## src/rtl/intr_pkg.sv

```systemverilog
// Shared types and constants for the interrupt controller: FSM states,
// MMIO register offsets and the fixed-priority selector.
package intr_pkg;

  typedef enum logic [1:0] {
    IDLE    = 2'd0,
    REQ     = 2'd1,
    SERVICE = 2'd2
  } intr_state_t;

  localparam int unsigned ID_W = 4;

  localparam logic [1:0] ENABLE_OFS  = 2'd0;
  localparam logic [1:0] PENDING_OFS = 2'd1;
  localparam logic [1:0] STATUS_OFS  = 2'd2;

  // Lowest set bit wins; returns 0 for an all-zero vector.
  function automatic logic [ID_W-1:0] lowest_set(input logic [15:0] v);
    logic [ID_W-1:0] id;
    logic            found;
    id    = '0;
    found = 1'b0;
    for (int unsigned i = 0; i < 16; i++) begin
      if (!found && v[i]) begin
        id    = ID_W'(i);
        found = 1'b1;
      end
    end
    return id;
  endfunction

endpackage

```

## src/rtl/intr_ctrl_if.sv

```systemverilog
// Bus bundle between the interrupt controller, the MCU control FSM / CSR
// unit and the firmware MMIO port.
interface intr_ctrl_if
  import intr_pkg::*;
#(
  parameter int unsigned N_SRC = 8
);

  logic [N_SRC-1:0] IRQ_IN;
  logic             CSR_MSTATUS;
  logic             CSR_MRET;
  logic             INT_ACK;
  logic             INT_REQ;
  logic [ID_W-1:0]  INT_ID;
  logic             MMIO_WE;
  logic [1:0]       MMIO_ADDR;
  logic [31:0]      MMIO_WD;
  logic [31:0]      MMIO_RD;

  modport slave (
    input  IRQ_IN, CSR_MSTATUS, CSR_MRET, INT_ACK, MMIO_WE, MMIO_ADDR, MMIO_WD,
    output INT_REQ, INT_ID, MMIO_RD
  );

  modport master (
    output IRQ_IN, CSR_MSTATUS, CSR_MRET, INT_ACK, MMIO_WE, MMIO_ADDR, MMIO_WD,
    input  INT_REQ, INT_ID, MMIO_RD
  );

endinterface

```

## src/rtl/intr_sync.sv

```systemverilog
// Multi-stage synchroniser for one asynchronous interrupt line, with a
// one-cycle pulse on each rising edge of the synchronised level.
module intr_sync #(
  parameter int unsigned SYNC_STAGES = 2
) (
  input  logic i_clk,
  input  logic i_rst,
  input  logic i_async,
  output logic o_rise
);

  logic [SYNC_STAGES-1:0] r_sync;
  logic                   r_hist;

  // History resets low so a line held high through reset yields one edge.
  always_ff @(posedge i_clk) begin
    if (i_rst) begin
      r_sync <= '0;
      r_hist <= 1'b0;
    end else begin
      r_sync <= {r_sync[SYNC_STAGES-2:0], i_async};
      r_hist <= r_sync[SYNC_STAGES-1];
    end
  end

  assign o_rise = r_sync[SYNC_STAGES-1] & ~r_hist;

endmodule

```

## src/rtl/intr_ctrl.sv

```systemverilog
// Interrupt controller: edge-detected pending bits, enable mask, fixed
// priority arbitration, REQ/ACK handshake, in-service tracking, MMIO window.
module intr_ctrl
  import intr_pkg::*;
#(
  parameter int unsigned N_SRC       = 8,
  parameter int unsigned SYNC_STAGES = 2
) (
  input  logic         CLK,
  input  logic         RST,
  intr_ctrl_if.slave   bus
);

  intr_state_t      r_state;
  intr_state_t      w_state_nxt;
  logic [ID_W-1:0]  r_id;
  logic [ID_W-1:0]  w_id_nxt;
  logic [N_SRC-1:0] r_en;
  logic [N_SRC-1:0] r_pend;
  logic [N_SRC-1:0] w_rise;
  logic [N_SRC-1:0] w_clr;
  logic [N_SRC-1:0] w_elig;
  logic [N_SRC-1:0] w_id_mask;
  logic             w_id_live;
  logic [31:0]      w_rd;
  logic             w_unused_wd;

  for (genvar g = 0; g < N_SRC; g++) begin : g_sync
    intr_sync #(
      .SYNC_STAGES(SYNC_STAGES)
    ) u_sync (
      .i_clk  (CLK),
      .i_rst  (RST),
      .i_async(bus.IRQ_IN[g]),
      .o_rise (w_rise[g])
    );
  end

  assign w_elig      = r_pend & r_en;
  assign w_id_mask   = N_SRC'(1) << r_id;
  assign w_id_live   = |(r_pend & r_en & w_id_mask);
  assign w_unused_wd = ^bus.MMIO_WD[31:N_SRC];

  always_comb begin
    w_clr = '0;
    if (bus.MMIO_WE && bus.MMIO_ADDR == PENDING_OFS)
      w_clr = bus.MMIO_WD[N_SRC-1:0];
    if (r_state == REQ && bus.INT_ACK)
      w_clr = w_clr | w_id_mask;
  end

  // Set is OR-ed in after the clear so a fresh edge survives ACK/W1C.
  always_ff @(posedge CLK) begin
    if (RST) begin
      r_pend <= '0;
      r_en   <= '0;
    end else begin
      r_pend <= (r_pend & ~w_clr) | w_rise;
      if (bus.MMIO_WE && bus.MMIO_ADDR == ENABLE_OFS)
        r_en <= bus.MMIO_WD[N_SRC-1:0];
    end
  end

  always_ff @(posedge CLK) begin
    if (RST) begin
      r_state <= IDLE;
      r_id    <= '0;
    end else begin
      r_state <= w_state_nxt;
      r_id    <= w_id_nxt;
    end
  end

  // ACK is tested first so it wins over a simultaneous MIE drop.
  always_comb begin
    w_state_nxt = r_state;
    w_id_nxt    = r_id;
    case (r_state)
      IDLE: begin
        if (|w_elig && bus.CSR_MSTATUS) begin
          w_state_nxt = REQ;
          w_id_nxt    = lowest_set(16'(w_elig));
        end
      end
      REQ: begin
        if (bus.INT_ACK)
          w_state_nxt = SERVICE;
        else if (!bus.CSR_MSTATUS || !w_id_live)
          w_state_nxt = IDLE;
      end
      SERVICE: begin
        if (bus.CSR_MRET)
          w_state_nxt = IDLE;
      end
      default: w_state_nxt = IDLE;
    endcase
  end

  always_comb begin
    w_rd = '0;
    case (bus.MMIO_ADDR)
      ENABLE_OFS:  w_rd = 32'(r_en);
      PENDING_OFS: w_rd = 32'(r_pend);
      STATUS_OFS:  w_rd = {r_state == SERVICE, r_state == REQ, 26'd0, r_id};
      default:     w_rd = '0;
    endcase
  end

  assign bus.INT_REQ = (r_state == REQ);
  assign bus.INT_ID  = r_id;
  assign bus.MMIO_RD = w_rd;

endmodule

```

## src/flat_wrapper.sv

```systemverilog
// flat-port wrapper written by rule: the top's interface ports become plain ports
module intr_ctrl_flat import intr_pkg::*;
#(
  parameter int unsigned N_SRC       = 8,
  parameter int unsigned SYNC_STAGES = 2
)
  (CLK, RST, bus_IRQ_IN, bus_CSR_MSTATUS, bus_CSR_MRET, bus_INT_ACK, bus_MMIO_WE, bus_MMIO_ADDR, bus_MMIO_WD, bus_INT_REQ, bus_INT_ID, bus_MMIO_RD);
  intr_ctrl_if #(.N_SRC(N_SRC)) bus_i ();
  input  logic CLK;
  input  logic RST;
  input wire logic [$bits(bus_i.IRQ_IN)-1:0] bus_IRQ_IN;
  input wire logic [$bits(bus_i.CSR_MSTATUS)-1:0] bus_CSR_MSTATUS;
  input wire logic [$bits(bus_i.CSR_MRET)-1:0] bus_CSR_MRET;
  input wire logic [$bits(bus_i.INT_ACK)-1:0] bus_INT_ACK;
  input wire logic [$bits(bus_i.MMIO_WE)-1:0] bus_MMIO_WE;
  input wire logic [$bits(bus_i.MMIO_ADDR)-1:0] bus_MMIO_ADDR;
  input wire logic [$bits(bus_i.MMIO_WD)-1:0] bus_MMIO_WD;
  output wire logic [$bits(bus_i.INT_REQ)-1:0] bus_INT_REQ;
  output wire logic [$bits(bus_i.INT_ID)-1:0] bus_INT_ID;
  output wire logic [$bits(bus_i.MMIO_RD)-1:0] bus_MMIO_RD;
  assign bus_i.IRQ_IN = bus_IRQ_IN;
  assign bus_i.CSR_MSTATUS = bus_CSR_MSTATUS;
  assign bus_i.CSR_MRET = bus_CSR_MRET;
  assign bus_i.INT_ACK = bus_INT_ACK;
  assign bus_i.MMIO_WE = bus_MMIO_WE;
  assign bus_i.MMIO_ADDR = bus_MMIO_ADDR;
  assign bus_i.MMIO_WD = bus_MMIO_WD;
  assign bus_INT_REQ = bus_i.INT_REQ;
  assign bus_INT_ID = bus_i.INT_ID;
  assign bus_MMIO_RD = bus_i.MMIO_RD;
  intr_ctrl #(.N_SRC(N_SRC), .SYNC_STAGES(SYNC_STAGES)) u_core (.CLK(CLK), .RST(RST), .bus(bus_i));
endmodule
```

## config.mk

```make
export PLATFORM = sky130hd
export DESIGN_NAME = intr_ctrl_flat
export DESIGN_NICKNAME = d
export VERILOG_FILES = /design/src/rtl/intr_pkg.sv /design/src/rtl/intr_ctrl_if.sv /design/src/rtl/intr_sync.sv /design/src/rtl/intr_ctrl.sv /design/src/flat_wrapper.sv
export SDC_FILE = /design/constraint.sdc
export NUM_CORES = 1
export LEC_CHECK = 0
export CAP_MARGIN = 20
export CORE_ASPECT_RATIO = 0.6
export CORE_MARGIN = 2
export CORE_UTILIZATION = 44
export CTS_BUF_LIST = sky130_fd_sc_hd__clkbuf_4
export CTS_CLUSTER_DIAMETER = 40
export CTS_CLUSTER_SIZE = 25
export DETAILED_ROUTE_END_ITERATION = 16
export GPL_ROUTABILITY_DRIVEN = 0
export PLACE_DENSITY = 0.82
export REMOVE_ABC_BUFFERS = 1
export SYNTH_ARGS = -nofsm -noshare
export SYNTH_HDL_FRONTEND = slang
export SYNTH_SLANG_ARGS = --single-unit
```

## constraint.sdc

```tcl
create_clock -name CLK -period 2 [get_ports CLK]
set_input_delay 0.6 -clock CLK [delete_from_list [all_inputs] [get_ports CLK]]
set_output_delay 0.6 -clock CLK [all_outputs]
set_load 0.1 [all_outputs]
```

### After elaboration in Yosys (flattened, before gate mapping)

Index checks and enable logic that the tools add are counted.

| storage, ports and cells | value |
|---|---|
| register bits after elaboration | 46 |
| bits of input ports | 48 |
| word-level logic and storage cells | 113 |

| cells by class | value |
|---|---|
| equal/unequal tests | 7 |
| shifts and indexed selects | 1 |
| multiplexer cells | 36 |
| bitwise operators | 22 |
| reduce and logical (&&, ||, !) cells | 27 |

Operators with widths:

| operator | count |
|---|---|
| $pmux W32 S3 | 1 |
| $and A8 B8 Y8 | 3 |
| $mux W1 | 22 |
| $mux W8 | 2 |
| $or A8 B8 Y8 | 2 |
| $reduce_or A8 Y1 | 2 |
| $mux W2 | 6 |
| $mux W3 | 4 |
| $logic_and A1 B1 Y1 | 11 |
| $logic_not A1 Y1 | 9 |
| $and A1 B1 Y1 | 8 |
| $not A1 Y1 | 8 |
| $not A8 Y8 | 1 |
| $shl A1 B4 Y8 const A | 1 |
| $pmux W2 S3 | 1 |
| $eq A2 B1 Y1 const B | 2 |
| $eq A2 B2 Y1 const B | 2 |
| $logic_not A2 Y1 | 2 |
| $ne A3 B2 Y1 const B | 1 |
| $reduce_and A3 Y1 | 1 |
| $ne A2 B1 Y1 const B | 1 |
| $ne A2 B2 Y1 const B | 1 |
| $reduce_and A2 Y1 | 1 |
| $logic_or A1 B1 Y1 | 1 |

### Longest topological paths before layout

Gate-level depths: netlist of run 1.

| logic depth | value |
|---|---|
| depth after elaboration | 38 |
| depth in mapped cells | 5 |
| gate-level depth less buffers | 4 |

### By module

A second synthesis of run 1 with hierarchy kept.

| second synthesis, totals | value |
|---|---|
| cell total of the unflattened synthesis | 223 |
| area total of the unflattened synthesis | 2073.2 um2 |

By module, submodules not included:

| module | times used | cells each | area each (um2) | sequential area each (um2) |
|---|---|---|---|---|
| intr_ctrl | 1 | 167 | 1372.6 | 420.4 |
| intr_sync | 8 | 7 | 87.6 | 60.1 |

### Worst setup path after synthesis of run 1

No wires, ideal clock.

| path | value |
|---|---|
| kind | input -> output |
| start point | in bus_MMIO_ADDR[0] |
| end point | out bus_MMIO_RD[0] |
| data arrival time | 3.031 ns |
| required time | 1.400 ns |
| slack | -1.631 ns |
| stages | 3 |
| cell sequence | buf_2 > mux2i_1 > o21ai_0 |

| between the ends | value |
|---|---|
| cells in the longest elaborated chain, start to end | 2 |

Ends and longest elaborated chain:

| item | line | text |
|---|---|---|
| start: declaration | flat_wrapper.sv:16 | `input wire logic [$bits(bus_i.MMIO_ADDR)-1:0] bus_MMIO_ADDR;` |
| $eq A2 B2 Y1, or another cell as far along | intr_ctrl.sv:101 | `case (bus.MMIO_ADDR)` |
| $pmux W32 S3 * | intr_ctrl.sv:101 |  |
| end: declaration | flat_wrapper.sv:20 | `output wire logic [$bits(bus_i.MMIO_RD)-1:0] bus_MMIO_RD;` |

Every way passes the cells marked *; elsewhere a longest branch is shown, timed or not.

### Worst setup path after layout of run 1

| path | value |
|---|---|
| start point | in bus_MMIO_ADDR[0] |
| end point | out bus_MMIO_RD[1] |

Same word-level chain as after synthesis.

==> results of run 1 <==
## cells by family after synthesis
family | count (synthesis) | synth area share
compound gates | 33 | 0.123
buf+inv | 45 | 0.132
flops | 45 | 0.438
mux | 17 | 0.0888
other cells | 1 | 0.00182
simple gates | 81 | 0.216
## sequential cells by signal, summed over array words and instances (netlist names)
signal / flops
u_core.g_sync.u_sync.r_sync: 16
u_core.g_sync.u_sync.r_hist: 8
u_core.r_en: 8
u_core.r_pend: 8
u_core.bus.INT_ID: 3
u_core.r_state: 2
## layout make-up
cell class,instances,area share
flip-flops and latches,45,0.324
well taps,63,0.0283
inverters,11,0.0157
clock inverters,2,0.00404
multi-input cells,154,0.365
clock buffers,5,0.0135
repair buffers,57,0.250
## path summary, 6_finish.rpt
kind	slack (ns)	start	endpoint
worst max-delay path	-0.06	bus_MMIO_ADDR[0]	bus_MMIO_RD[1]
worst min-delay path	0.45	u_core.g_sync[2].u_sync.r_sync[0]	u_core.g_sync[2].u_sync.r_sync[1]
worst max register to register	0.54	u_core.bus.INT_ID[0]	u_core.r_state[0]
worst min register to register	0.45	u_core.g_sync[2].u_sync.r_sync[0]	u_core.g_sync[2].u_sync.r_sync[1]
## cells in the mapped netlist, types with 3 or more instances
cell       n
nor3b_1    3
a21o_1     6
nand2_1   11
nand3_1    5
o21ai_0    4
mux2i_1   16
nor2b_1   26
inv_1     10
nand2b_1   8
buf_4     23
a221oi_1   9
buf_2      5
clkbuf_1   5
dfxtp_1   45
nor2_1    18
a21oi_1    4
## per-layer routing
layer  vias up  GRT usage
met5         -          0
li1        803          -
met1       774      0.238
met3         8     0.0489
met4         0     0.0490
met2        71      0.286
## power by group
| part | internal, mW | switching (mW) |
|---|---|---|
| clock | 0.127 | 0.275 |
| combinational | 0.144 | 0.331 |
| sequential | 0.932 | 0.0230 |
## timing repair
| item | 4_1_cts | 5_1_grt |
|---|---|---|
| buffers inserted | 2 | 2 |
| setup endpoints to repair | 10 | 9 |
| pin swaps | 6 | 5 |
| resized for setup | 31 | 4 |
==> reports/qor_table.md, run 1 <==
| Step | Metric | This run |
| --- | --- | --- |
| outcome | Outcome | finished, violations left |
| outcome | Violated checks | setup timing |
| global route | Global-route usage over all layers | 0.177 |
| synthesis | Largest area contributor in the netlist | dfxtp_1 |
| clocking | Clk slew on worst S/H paths | 0.12 ns |
| die | Effective utilization at floorplan | 0.453 |
| detailed routing | Count of vias placed by the detailed router | 1656 |
| pwr | Lkg Pwr | 1.16 nW |
| layout | Share of the core filled with cells in the final layout | 0.613 |
| die | Overall die area | 0.00526 sq mm |
| pwr | Total power after layout | 1.83 mW |
| layout | Sequential cell area | 901 sq um |
| detailed routing | Detailed-routed wire length on met2 | 2100 um |
| synthesis | Top cells by area, synth | dfxtp_1, buf_4, nor2b_1 |
| layout | Net count reported at finish | 322 |
| detailed routing | Detailed Routing Iterations Pass 1 | 4 |
| detailed routing | WL/cell | 13.3 um |
| layout | Count of fill cells added during filler insertion | 400 |
| hold path | Path class of the lowest-slack min-delay path | reg2reg |
| synthesis | Synthesized instance count | 222 |
| setup path | CP required | 1.40 ns |
| pwr | Peak supply drop | 0.392 mV |
| setup path | Critical path's slowest cell | buf_12 |
| sta | Worst hold margin | 0.451 ns |
| setup path | Cells on worst reg2reg path | 5 |
| place | Number of port buffers | 37 |
| setup path | Cell occurring most often along the worst timing path | buf_8 |
| setup path | Critical path, cell by cell | buf_8 -> buf_8 -> buf_4 -> mux2i_1 -> o21ai_2 -> buf_12 |
| sta | Unrepaired setup endpoints after global routing | yes |
| clocking | Clock network latency to the later pin of the worst-skew pair | 0.35 ns |
| layout | Commonest non-fill, non-tap cells in the layout | dfxtp_1, nor2b_1, conb_1, clkdlybuf4s50_1 |
| layout | Footprint of the multi-input gates | 0.00102 sq mm |
| detailed routing | Routed length on met1 | 1920 um |
| hold path | Cell depth of the worst min-delay path | 1 |
| clocking | Quantity of hold-fixing buffers added after cts | 0 |
| synthesis | EDFF count, synth | 0 |
| global route | Antenna violations before repair | 0 |
| detailed routing | Post-DR vias/cell | 4.91 |
| synthesis | Cell area after technology mapping | 0.00206 sq mm |
| clocking | TritonCTS Buffers | 5 |
| layout | Area delta synth->final | 35.3% |
| place | Placed cell count | 327 |
| detailed routing | Total wire length | 4480 um |
| synthesis | Number of synthesized register bits | 45 |
| layout | Most common cell after layout, fill and taps aside | dfxtp_1 |
| clocking | CTS tree | built |
| synthesis | Most instantiated flip-flop cell in the synthesis netlist | dfxtp_1 |
| place | Placement-stage cell area | 0.00264 sq mm |
| global route | Pin count of the biggest net entering global routing | 36 |
| clocking | Maximum number of buffers from clock root to sink | 2 |
| setup path | Critical path type | in2out |
| clocking | CTS H-tree depth | 2 |
| detailed routing | Highest Signal Layer | met4 |
| pwr | Power density cells | 658 mW/mm^2 |
| die | Die extent in x | 92.3 um |
| layout | Post-route cell area | 0.00278 sq mm |
| synthesis | Yosys warning total | 0 |
| setup path | Crit path DAT | 1.46 ns |
| synthesis | Fraction of post-synthesis cell area in the top cell type by area | 0.438 |
| run | Max-cap viol count | 0 |
| clocking | Number of sinks handled by clock tree synthesis | 45 |
| sta | Count of final max-slew check failures | 0 |
| setup path | Critical Path Stages | 6 |
| synthesis | Fraction of registers with async set or reset after synthesis | 0 |
| setup path | Critical path capture point type | output port |
| setup path | Top Family by Delay on Critical Path | buffers and inverters |
| detailed routing | DRC violations left | 0 |
| sta | Max frequency | 486 MHz |
| place | DP HPWL | 3320 um |
| die | Total I/O pin count | 85 |
| synthesis | Register area share after synthesis | 0.438 |
| place | Worst slack at placement | -0.517 ns |
| synthesis | Mean cell area of the mapped netlist | 9.27 sq um |
| die | Site row count | 19 |
| detailed routing | Antenna Violating Nets Remaining | 0 |
| die | Core box area | 0.00454 sq mm |
| sta | Clock period minus final worst setup slack | 2.06 ns |
| sta | Final clock skew | 0.00788 ns |
| synthesis | Number of distinct library cells after synthesis | 35 |
| setup path | Crit path launch type | input pin |
| detailed routing | DR WL met3 | 411 um |
| sta | Final hold violation count | 0 |
| detailed routing | Detailed router's first-iteration violation count | 83 |
| global route | Overflow left after global routing | 0 |
| setup path | Buf/Inv on CP | 4 |
| layout | Antenna cells | 0 |
| layout | Cell Count, Final, Fillers Out | 337 |
| die | Vertical die dimension | 57.0 um |
| sta | Final setup violating endpoints | 8 |
| sta | Post-route setup TNS | -0.291 ns |
| clocking | CTS Root Buffer Type | clkbuf_4 |
| global route | Number of global-route vias before repair | 1553 |
| setup path | Maximum cell stage delay along the critical path | 0.20 ns |
| layout | Fraction of layout instances using a drive strength above 1 | 0.223 |
| setup path | Max FO, Critical Path | 6 |
| sta | Post-route clock period utilization | 1.03 |
| sta | Setup slack after layout | -0.0556 ns |
| global route | Wire length of the first global-routing pass | 7240 um |
Note: power is estimated with default switching activity, not from simulation.
==> inputs of run 2 (changes only) <==
ABC_AREA = 1   (was default)
CORE_UTILIZATION = 45   (was 44)
==> run 2 against run 1 <==
  * The flow still finishes with violations (setup timing)
  * Largest cell class unchanged
  * Setup slack improved by 0.040 ns
  * Critical path depth did not move
  * Non-clock buffer count fell by 8
  * Largest power group unchanged
  * Fmax rose by 2.0%
  * First-iteration DRC count rose by 14%
  * Power rose by 5.0%
  * Wire length rose by 6.7%
  * Clock skew fell by 0.0031 ns
  * Cell count rose by 22%
  * Critical endpoint is now bus_MMIO_RD[0]
==> reports/qor_table.md, run 2 <==
| Step | Metric | This run |
| --- | --- | --- |
| sta | Final setup violating endpoints | 4 |
| clocking | Maximum number of buffers from clock root to sink | 2 |
| clocking | TritonCTS Buffers | 5 |
| outcome | Violated checks | setup timing |
| pwr | Sw frac | 0.355 |
| detailed routing | WL/cell | 11.7 um |
| synthesis | Most repeated cell in the gate-level netlist after synthesis | nor2_1 |
| place | Placed cell count | 401 |
| global route | Global-route usage over all layers | 0.192 |
| clocking | Quantity of hold-fixing buffers added after cts | 0 |
| pwr | Flop pwr share | 0.498 |
| hold path | Path class of the lowest-slack min-delay path | reg2reg |
| layout | Cell Count, Final, Fillers Out | 410 |
| pwr | Power density cells | 675 mW/mm^2 |
| global route | Antenna violations before repair | 0 |
| sta | Post-route clock period utilization | 1.01 |
| synthesis | Number of synthesized register bits | 45 |
| synthesis | Cell area after technology mapping | 0.00217 sq mm |
| setup path | Critical path type | in2out |
| layout | Most common cell after layout, fill and taps aside | nor2_1 |
| sta | Max frequency | 496 MHz |
| setup path | Crit path launch type | input pin |
| outcome | Outcome | finished, violations left |
| die | Die extent in x | 93.6 um |
| layout | Net count reported at finish | 394 |
| setup path | Max FO, Critical Path | 6 |
| detailed routing | Post-DR vias/cell | 4.65 |
| pwr | Lkg Pwr | 1.34 nW |
| layout | Largest register FFs | 16 |
| synthesis | Largest area contributor in the netlist | dfxtp_1 |
| pwr | Internal Pwr Total | 1.24 mW |
| clocking | CTS tree | built |
| layout | Fraction of layout instances using a drive strength above 1 | 0.219 |
| clocking | Clock network latency to the later pin of the worst-skew pair | 0.36 ns |
| clocking | CTS Root Buffer Type | clkbuf_4 |
| synthesis | Top cells by area, synth | dfxtp_1, nor2_1, buf_4 |
| die | Site row count | 19 |
| global route | Overflow left after global routing | 0 |
| pwr | Net Sw Power | 0.683 mW |
| layout | Antenna cells | 0 |
| sta | Clock period minus final worst setup slack | 2.02 ns |
| detailed routing | DRC violations left | 0 |
| place | Number of port buffers | 37 |
| layout | Commonest non-fill, non-tap cells in the layout | nor2_1, dfxtp_1, nand2_1, inv_1, conb_1 |
| sta | Final hold violation count | 0 |
| die | Overall die area | 0.00541 sq mm |
| sta | Count of final max-slew check failures | 0 |
| setup path | Crit path DAT | 1.42 ns |
| setup path | CP required | 1.40 ns |
| detailed routing | Total wire length | 4780 um |
| layout | Area delta synth->final | 31.3% |
| pwr | Clock network power share | 0.231 |
| global route | Number of global-route vias before repair | 1803 |
| synthesis | Mean cell area of the mapped netlist | 7.30 sq um |
| detailed routing | Detailed Routing Iterations Pass 1 | 4 |
| place | Worst slack at placement | -0.567 ns |
| synthesis | EDFF count, synth | 0 |
| pwr | Peak supply drop | 0.387 mV |
| run | Max-cap viol count | 0 |
| synthesis | Fraction of post-synthesis cell area in the top cell type by area | 0.415 |
| global route | Wire length of the first global-routing pass | 7970 um |
| clocking | Clk slew on worst S/H paths | 0.12 ns |
| synthesis | Most instantiated flip-flop cell in the synthesis netlist | dfxtp_1 |
| detailed routing | Detailed router's first-iteration violation count | 95 |
| synthesis | Synthesized instance count | 297 |
| detailed routing | Count of vias placed by the detailed router | 1908 |
| synthesis | Most used standard cells in the synthesized netlist | nor2_1, dfxtp_1, nand2_1 |
| sta | Worst hold margin | 0.412 ns |
| detailed routing | Antenna Violating Nets Remaining | 0 |
| layout | Largest register by flop count | u_core.g_sync.u_sync.r_sync |
| synthesis | Yosys warning total | 0 |
| place | DP HPWL | 3680 um |
| synthesis | Number of distinct library cells after synthesis | 31 |
| die | Core box area | 0.00461 sq mm |
| synthesis | Register area share after synthesis | 0.415 |
| sta | Unrepaired setup endpoints after global routing | yes |
| global route | Pin count of the biggest net entering global routing | 18 |
| clocking | Number of sinks handled by clock tree synthesis | 45 |
| clocking | CTS H-tree depth | 2 |
| die | Effective utilization at floorplan | 0.470 |
| die | Total I/O pin count | 85 |
| setup path | Critical path capture point type | output port |
| pwr | Combinational share of power | 0.271 |
| sta | Final clock skew | 0.00479 ns |
| synthesis | Fraction of registers with async set or reset after synthesis | 0 |
| die | Vertical die dimension | 57.8 um |
| sta | Setup slack after layout | -0.0160 ns |
| layout | Share of the core filled with cells in the final layout | 0.618 |
## run 2: changes by cell type after synthesis, sizes merged, moves of 6 or more
| cell | change |
|---|---|
| a21o | -6 |
| a221oi | -9 |
| a31oi | +7 |
| inv | +37 |
| mux2i | -16 |
| nand2 | +35 |
| nand2b | -8 |
| nand3 | +12 |
| nor2 | +54 |
| nor2b | -26 |
| o21ai | +8 |
## run 2: worst paths after layout
path	from	to	slack (ns)	depth (start not counted)
worst max-delay path	bus_MMIO_ADDR[0]	bus_MMIO_RD[0]	-0.02	6
worst min-delay path	u_core.g_sync[3].u_sync.r_sync[0]	u_core.g_sync[3].u_sync.r_sync[1]	0.41	2
worst max register to register	u_core.bus.INT_ID[0]	u_core.r_state[0]	0.73	8
worst min register to register	u_core.g_sync[3].u_sync.r_sync[0]	u_core.g_sync[3].u_sync.r_sync[1]	0.41	2
## run 2: power groups by stage
| stage | clock (mW) | sequential (mW) | combinational, mW |
|---|---|---|---|
| 6_report | 0.445 | 0.958 | 0.521 |
| 5_1_grt | 0.498 | 0.964 | 0.548 |
| 4_1_cts | 0.460 | 0.958 | 0.515 |
| 3_5_place_dp | 0 | 0.978 | 0.507 |
| 3_3_place_gp | 0 | 0.975 | 0.502 |
| 2_1_floorplan | 0 | 0.996 | 0.336 |
## run 2: what timing repair did
action | CTS | global route
endpoints found under the setup margin | 10 | 7
pin swaps | 4 | 3
buffers inserted | 0 | 1
resized for setup | 22 | 7
## run 2: cell type report
| cell class | instances | area (sq um) |
|---|---|---|
| Clock inverter | 1 | 7.51 |
| Clock buffer | 7 | 52.6 |
| Tap cell | 63 | 78.8 |
| Multi-Input combinational cell | 197 | 983 |
| Timing Repair Buffer | 49 | 633 |
| Fill cell | 433 | 1760 |
| Inverter | 48 | 193 |
| Sequential cell | 45 | 901 |
## run 2: kinds of logic (layout without fill, tap and decap cells)
| logic type | Yosys count | in the layout | synth area share |
|---|---|---|---|
| simple gates | 140 | 140 | 0.305 |
| buf+inv | 77 | 105 | 0.178 |
| flops | 45 | 45 | 0.415 |
| compound gates | 34 | 34 | 0.100 |
| other cells | 1 | 23 | 0.00173 |
## run 2: stage by stage
| stage | cell area (sq um) | total power [mW] | setup TNS [ns] |
|---|---|---|---|
| 6_report | 2850 | 1.92 | -0.0364 |
| 5_1_grt | 2850 | 2.01 | -0.218 |
| 4_1_cts | 2820 | 1.93 | -0.0279 |
| 3_5_place_dp | 2740 | 1.48 | -5.32 |
| 3_3_place_gp | 2740 | 1.48 | -4.93 |
| 2_1_floorplan | 2050 | 1.33 | -8.51 |
## run 2: per-layer routing
layer / up-vias / GRT usage / share of wire
li1: 969 / - / -
met1: 849 / 0.250 / 0.44
met2: 80 / 0.309 / 0.45
met3: 10 / 0.0468 / 0.087
met4: 0 / 0.0828 / 0.019
met5: - / 0 / 0
## run 2: worst max-delay path, cell delays in order
cell and delay, ns:
buf_8 0.11, nor2_4 0.16, buf_12 0.14, nand2_2 0.04
o211ai_1 0.15, buf_12 0.22
